## src/rtl/fpga_template_pkg.sv

```systemverilog
// Shared defaults and capture FSM state encoding for the I2S capture array.
package fpga_template_pkg;

  localparam int unsigned N_LINES_DEF  = 2;
  localparam int unsigned SAMPLE_W_DEF = 24;
  localparam int unsigned SLOT_W_DEF   = 32;

  typedef enum logic [1:0] {
    ST_ALIGN = 2'd0,
    ST_LEFT  = 2'd1,
    ST_RIGHT = 2'd2
  } cap_state_e;

endpackage

```

## src/rtl/i2s_line_shifter.sv

```systemverilog
// Per-line I2S shift register with left/right hold registers.
// Ports:
//   clk_i, rst_ni : clock, async active-low reset
//   clr_i         : discard shift and hold contents (partial frame drop)
//   shift_i       : shift sd_i in, MSB first
//   last_i        : this shift completes the word; latch it into a hold register
//   side_i        : 0 = left hold, 1 = right hold
//   sd_i          : synchronised serial data bit
//   left_o/right_o: held words
module i2s_line_shifter
  import fpga_template_pkg::*;
#(
  parameter int unsigned SAMPLE_W = SAMPLE_W_DEF
) (
  input  logic                clk_i,
  input  logic                rst_ni,
  input  logic                clr_i,
  input  logic                shift_i,
  input  logic                last_i,
  input  logic                side_i,
  input  logic                sd_i,
  output logic [SAMPLE_W-1:0] left_o,
  output logic [SAMPLE_W-1:0] right_o
);

  logic [SAMPLE_W-1:0] sr_q;
  logic [SAMPLE_W-1:0] sr_d;
  logic [SAMPLE_W-1:0] left_q;
  logic [SAMPLE_W-1:0] right_q;

  assign sr_d = {sr_q[SAMPLE_W-2:0], sd_i};

  // Hold register captures the completed word on the same edge as its last bit.
  always_ff @(posedge clk_i or negedge rst_ni) begin
    if (!rst_ni) begin
      sr_q    <= '0;
      left_q  <= '0;
      right_q <= '0;
    end else if (clr_i) begin
      sr_q    <= '0;
      left_q  <= '0;
      right_q <= '0;
    end else if (shift_i) begin
      sr_q <= sr_d;
      if (last_i) begin
        if (side_i) right_q <= sr_d;
        else        left_q  <= sr_d;
      end
    end
  end

  assign left_o  = left_q;
  assign right_o = right_q;

endmodule

```

## src/rtl/i2s_capture_array.sv

```systemverilog
// Multi-line I2S receiver: synchronises SCK/WS/SD into clk_i, aligns on WS,
// captures stereo words per line and presents whole frames on a valid/ready
// interface with sticky overrun and sync-error flags.
// Ports:
//   clk_i, rst_ni            : system clock, async active-low reset
//   sck_i, ws_i, sd_i        : I2S bit clock, word select, per-line data
//   en_i                     : per-channel enable (channel = 2*line + side)
//   clr_i                    : clears sticky flags
//   samples_o                : frame payload, channel c at [c*SAMPLE_W +: SAMPLE_W]
//   frame_valid_o/ready_i    : frame handshake
//   frame_cnt_o              : committed frame count (wraps)
//   overrun_o, sync_err_o    : sticky status flags
module i2s_capture_array
  import fpga_template_pkg::*;
#(
  parameter int unsigned N_LINES  = N_LINES_DEF,
  parameter int unsigned SAMPLE_W = SAMPLE_W_DEF,
  parameter int unsigned SLOT_W   = SLOT_W_DEF
) (
  input  logic                            clk_i,
  input  logic                            rst_ni,
  input  logic                            sck_i,
  input  logic                            ws_i,
  input  logic [N_LINES-1:0]              sd_i,
  input  logic [2*N_LINES-1:0]            en_i,
  input  logic                            clr_i,
  output logic [2*N_LINES*SAMPLE_W-1:0]   samples_o,
  output logic                            frame_valid_o,
  input  logic                            frame_ready_i,
  output logic [15:0]                     frame_cnt_o,
  output logic                            overrun_o,
  output logic                            sync_err_o
);

  localparam int unsigned CNT_W   = $clog2(SLOT_W + 1);
  localparam int unsigned FRAME_W = 2 * N_LINES * SAMPLE_W;

  // Input synchronisers plus previous-SCK flop for edge detection.
  logic [1:0]         sck_sync_q;
  logic [1:0]         ws_sync_q;
  logic [N_LINES-1:0] sd_meta_q;
  logic [N_LINES-1:0] sd_sync_q;
  logic               sck_prev_q;

  always_ff @(posedge clk_i or negedge rst_ni) begin
    if (!rst_ni) begin
      sck_sync_q <= '0;
      ws_sync_q  <= '0;
      sd_meta_q  <= '0;
      sd_sync_q  <= '0;
      sck_prev_q <= 1'b0;
    end else begin
      sck_sync_q <= {sck_sync_q[0], sck_i};
      ws_sync_q  <= {ws_sync_q[0], ws_i};
      sd_meta_q  <= sd_i;
      sd_sync_q  <= sd_meta_q;
      sck_prev_q <= sck_sync_q[1];
    end
  end

  logic sck_rise;
  logic ws_s;
  assign sck_rise = sck_sync_q[1] & ~sck_prev_q;
  assign ws_s     = ws_sync_q[1];

  // Capture FSM state.
  cap_state_e       state_q;
  logic [CNT_W-1:0] bit_cnt_q;
  logic             ws_prev_q;
  logic             done_r_q;

  logic ws_fell;
  logic ws_chg;
  logic in_slot;
  logic short_slot;
  logic shift_en;
  logic last_bit;
  logic side_right;
  logic sync_hit;

  // Datapath strobes; the bit seen on a WS change is the I2S delay bit and is dropped.
  always_comb begin
    ws_fell    = ws_prev_q & ~ws_s;
    ws_chg     = ws_prev_q ^ ws_s;
    in_slot    = (state_q != ST_ALIGN);
    short_slot = (bit_cnt_q < CNT_W'(SAMPLE_W));
    last_bit   = (bit_cnt_q == CNT_W'(SAMPLE_W - 1));
    side_right = (state_q == ST_RIGHT);
    shift_en   = sck_rise & in_slot & ~ws_chg & short_slot;
    sync_hit   = sck_rise & in_slot & ws_chg & short_slot;
  end

  always_ff @(posedge clk_i or negedge rst_ni) begin
    if (!rst_ni) begin
      state_q   <= ST_ALIGN;
      bit_cnt_q <= '0;
      ws_prev_q <= 1'b0;
      done_r_q  <= 1'b0;
    end else begin
      done_r_q <= shift_en & last_bit & side_right;
      if (sck_rise) begin
        ws_prev_q <= ws_s;
        unique case (state_q)
          ST_ALIGN: begin
            if (ws_fell) begin
              state_q   <= ST_LEFT;
              bit_cnt_q <= '0;
            end
          end
          default: begin
            if (ws_chg) begin
              bit_cnt_q <= '0;
              if (short_slot) state_q <= ws_fell ? ST_LEFT : ST_ALIGN;
              else            state_q <= ws_s ? ST_RIGHT : ST_LEFT;
            end else if (bit_cnt_q < CNT_W'(SLOT_W)) begin
              bit_cnt_q <= bit_cnt_q + CNT_W'(1);
            end
          end
        endcase
      end
    end
  end

  logic [SAMPLE_W-1:0] left_w  [N_LINES];
  logic [SAMPLE_W-1:0] right_w [N_LINES];

  for (genvar l = 0; l < N_LINES; l++) begin : g_line
    i2s_line_shifter #(
      .SAMPLE_W (SAMPLE_W)
    ) u_shifter (
      .clk_i   (clk_i),
      .rst_ni  (rst_ni),
      .clr_i   (sync_hit),
      .shift_i (shift_en),
      .last_i  (last_bit),
      .side_i  (side_right),
      .sd_i    (sd_sync_q[l]),
      .left_o  (left_w[l]),
      .right_o (right_w[l])
    );
  end

  // Frame payload with disabled channels zeroed.
  logic [FRAME_W-1:0] frame_masked;

  always_comb begin
    frame_masked = '0;
    for (int l = 0; l < N_LINES; l++) begin
      if (en_i[2*l])   frame_masked[(2*l)*SAMPLE_W   +: SAMPLE_W] = left_w[l];
      if (en_i[2*l+1]) frame_masked[(2*l+1)*SAMPLE_W +: SAMPLE_W] = right_w[l];
    end
  end

  // Commit, handshake and sticky flags.
  logic [FRAME_W-1:0] samples_q;
  logic               valid_q;
  logic [15:0]        frame_cnt_q;
  logic               overrun_q;
  logic               sync_err_q;
  logic               commit;
  logic               ovr_set;

  assign commit  = done_r_q;
  assign ovr_set = commit & valid_q & ~frame_ready_i;

  always_ff @(posedge clk_i or negedge rst_ni) begin
    if (!rst_ni) begin
      samples_q   <= '0;
      valid_q     <= 1'b0;
      frame_cnt_q <= '0;
      overrun_q   <= 1'b0;
      sync_err_q  <= 1'b0;
    end else begin
      if (commit) begin
        samples_q   <= frame_masked;
        valid_q     <= 1'b1;
        frame_cnt_q <= frame_cnt_q + 16'd1;
      end else if (valid_q && frame_ready_i) begin
        valid_q <= 1'b0;
      end
      overrun_q  <= ovr_set  | (overrun_q  & ~clr_i);
      sync_err_q <= sync_hit | (sync_err_q & ~clr_i);
    end
  end

  assign samples_o     = samples_q;
  assign frame_valid_o = valid_q;
  assign frame_cnt_o   = frame_cnt_q;
  assign overrun_o     = overrun_q;
  assign sync_err_o    = sync_err_q;

endmodule

```

## config.mk

```make
export PLATFORM = sky130hd
export DESIGN_NAME = i2s_capture_array
export DESIGN_NICKNAME = d
export VERILOG_FILES = /design/src/rtl/fpga_template_pkg.sv /design/src/rtl/i2s_line_shifter.sv /design/src/rtl/i2s_capture_array.sv
export SDC_FILE = /design/constraint.sdc
export NUM_CORES = 1
export LEC_CHECK = 0
export ABC_AREA = 1
export BUFFER_PORTS_ARGS = -buffer_cell sky130_fd_sc_hd__buf_2
export CORE_MARGIN = 10
export CORE_UTILIZATION = 42
export CTS_BUF_LIST = sky130_fd_sc_hd__clkbuf_4 sky130_fd_sc_hd__clkbuf_8 sky130_fd_sc_hd__clkbuf_16
export CTS_CLUSTER_SIZE = 8
export DETAILED_ROUTE_END_ITERATION = 10
export SLEW_MARGIN = 10
export SYNTH_ARGS = -nofsm -noshare
export SYNTH_HDL_FRONTEND = slang
export SYNTH_SLANG_ARGS = --single-unit
```

## constraint.sdc

```tcl
create_clock -name clk_i -period 3.3 [get_ports clk_i]
set_input_delay 0.66 -clock clk_i [delete_from_list [all_inputs] [get_ports clk_i]]
set_output_delay 0.66 -clock clk_i [all_outputs]
set_load 0.005 [all_outputs]
```

==> qor.yml <==
status: "finished, final reports clean"
yosysUniqueCellTypes: 26
tns_ps: 0
synth_top_area_share_pct: 63.2
startpoint: "bit_cnt_q[3]"
areaGrowthSynthToFinish_pct: 18.4
overflow: 0
core_mm2: 0.0254
antenna_left: 0
syn_avg_cell_area_um2: 9.06
cts-root-buf: "clkbuf_16"
io_buffers: 126
arrival_ps: 2580
diodes: 0
grt_pass1_vias: 8487
post_drt_via_cell_ratio: 4.97
gp_congestion: 0.771
synth_common_cells: "nand2_1 (523), dfrtp_1 (276), nand3_1 (108)"
cts_buffers: 40
pin_count: 127
routed_wl_um: 26300
synth_area_leader_cell: "dfrtp_1"
design.die.area_mm2: 0.0329
cp-endpoint: "g_line[1].u_shifter.right_o[14]"
hold_path.class: "in -> async"
reg2reg_to: "g_line[1].u_shifter.right_o[14]"
tightest_slew_ps: 793
row_count: 58
grt_use_total_pct: 16.1
cts_sinks: 276
die-width_um: 181
final_area_mm2: 0.0129
syn_inst: 1207
dpl-instance-area_mm2: 0.0119
htreeDepth: 2
initial_core_util_pct: 43.0
hold_viol: 0
cts_resized: 0
synth_edf_count: 0
fin_crit_ps: 2150
clock_latency_ps: 500
setup_viol: 0
grt_max_degree: 86
clockBufferDepth: 3
place_hpwl_um: 16900
worstRegToRegCells: 8
fillers: 2396
vias: 8237
worstPathMaxFanout: 30
p_total_w: 0.00767
cp-start-kind: "flip-flop"
die_h_um: 181
nNetsFinal: 1342
crit_required_ps: 3740
yosysMostFrequentCell: "nand2_1"
antenna_found_initial: 0
mappedNetlistNets: 1222
ys.flop_type: "dfrtp_1"
layout_worst_path_cycle_share_pct: 65.0
p_leak_nw: 6.46
first_iter_violations: 522
ir_drop_mv: 0.445
drcViolationCount: 0
ys_top_cells_by_area: "dfrtp_1 (63%), nand2_1 (18%), nand3_1 (4.9%)"
regArea_mm2: 0.00691
avgRoutedWirePerCell_um: 15.9
drive_gt1_share_pct: 15.4
fmax_ghz: 0.466
holdBufCountCts: 0
crit_type: "reg -> reg"
reg2reg_from: "bit_cnt_q[3]"
rsz0062_at_grt: "false"
ys_async_sr_fraction_pct: 100
cts_tree: "done"
maxSlewViolCount: 0
fin_skew_ps: 12.2
post_cts_buffers: 0
power.density_mw_per_mm2: 593
seq_area_frac_synth_pct: 63.2
crit_path_end_kind: "flip-flop"
yosysWarnings: 0
multi_input_area_mm2: 0.00343
regToRegSetupSlack_ps: 1150
firstDrtPassIters: 5
synth_seq_cells: 276
max-cap-violations: 0
syn_area_mm2: 0.0109
grt_pass1_wl_um: 44700
cts.clk_slew.worst_paths_ps: 50
relSlewSlack_pct: 47.1
critical path, stage by stage, from the launching register on:
cell and delay, ps:
dfrtp_1 430, nand2_1 120, nand2_2 120, nor2_4 360, nand2_2 160, nor2_4 470, buf_12 260, nand2_1 90
nand2_1 60
cells by family after synthesis:
family	after synthesis	synth area share, %
AND/OR/NAND/NOR	716	26.5
XOR/XNOR	11	0.881
adder cells (fa/ha/maj)	3	0.343
buffers and inverters	138	5.59
flip-flops	276	63.2
AO/OA/AOI/OAI	63	3.46
worst min-delay path by stage:
stage / from / end / slack, ps / depth (start not counted)
finish: rst_ni / frame_cnt_o[9] / 120 / 1
global route: rst_ni / frame_cnt_o[11] / 150 / 1
CTS: rst_ni / frame_cnt_o[11] / 130 / 1
detailed placement: sck_sync_q[0] / sck_sync_q[1] / 340 / 0
global placement: sd_meta_q[1] / sd_sync_q[1] / 340 / 0
floorplan: sck_sync_q[0] / sck_sync_q[1] / 330 / 0
registers in the layout (all words and copies together) (netlist names), 2 cells and up:
name and flops:
state_q 2, sd_sync_q 2, sd_meta_q 2, samples_o 96, sck_sync_q 2, g_line.u_shifter.right_o 48
frame_cnt_o 16, g_line.u_shifter.sr_q 46, g_line.u_shifter.left_o 48, ws_sync_q 2, bit_cnt_q 6
per-layer routing:
metal	routed length [um]	track usage, %	share of wire (%)	up-vias
met3	1360	3.54	5.2	32
met5	0	0	0	-
met1	12500	21.9	48	3996
li1	-	-	-	4034
met2	12000	25.6	46	175
met4	400	3.77	1.5	0
stage by stage:
stage	util, %	std cells	hold WS [ps]	setup slack [ps]
floorplan	-	1207	331	1610
global placement	46.8	1615	338	1150
detailed placement	46.8	1615	339	1150
CTS	50.9	1659	135	1150
global route	50.9	1659	150	994
finish	50.9	1659	120	1150
final cells by class:
cell class,count,area share [%]
Sequential cell,276,53.4
Multi-Input combinational cell,793,26.5
Clock buffer,41,7.79
Timing Repair Buffer,142,6.56
Tap cell,330,3.19
Clock inverter,3,0.425
Inverter,74,2.16
power by group:
| part | switching (W) | internal, W | total, W |
|---|---|---|---|
| Clock | 0.00134 | 0.00222 | 0.00356 |
| Sequential | 0.0000701 | 0.00352 | 0.00359 |
| Combinational | 0.000377 | 0.000142 | 0.000519 |
| Total | 0.00179 | 0.00588 | 0.00767 |
layout by cell type, fill, tap and decap left out, drive strengths merged:
master | Yosys | final
ha | 3 | 3
o22ai | 47 | 47
inv | 74 | 74
bufinv | 0 | 1
or2 | 1 | 1
nand2 | 528 | 528
xor2 | 7 | 7
nand4 | 8 | 8
nor2 | 66 | 66
o32ai | 1 | 1
a21oi | 4 | 4
clkbuf | 31 | 41
xnor2 | 4 | 4
buf | 33 | 142
nand3b | 2 | 2
nor3 | 3 | 3
clkinv | 0 | 2
nand3 | 108 | 108
dfrtp | 276 | 276
o21ai | 11 | 11
(Power assumes the default switching activity.)
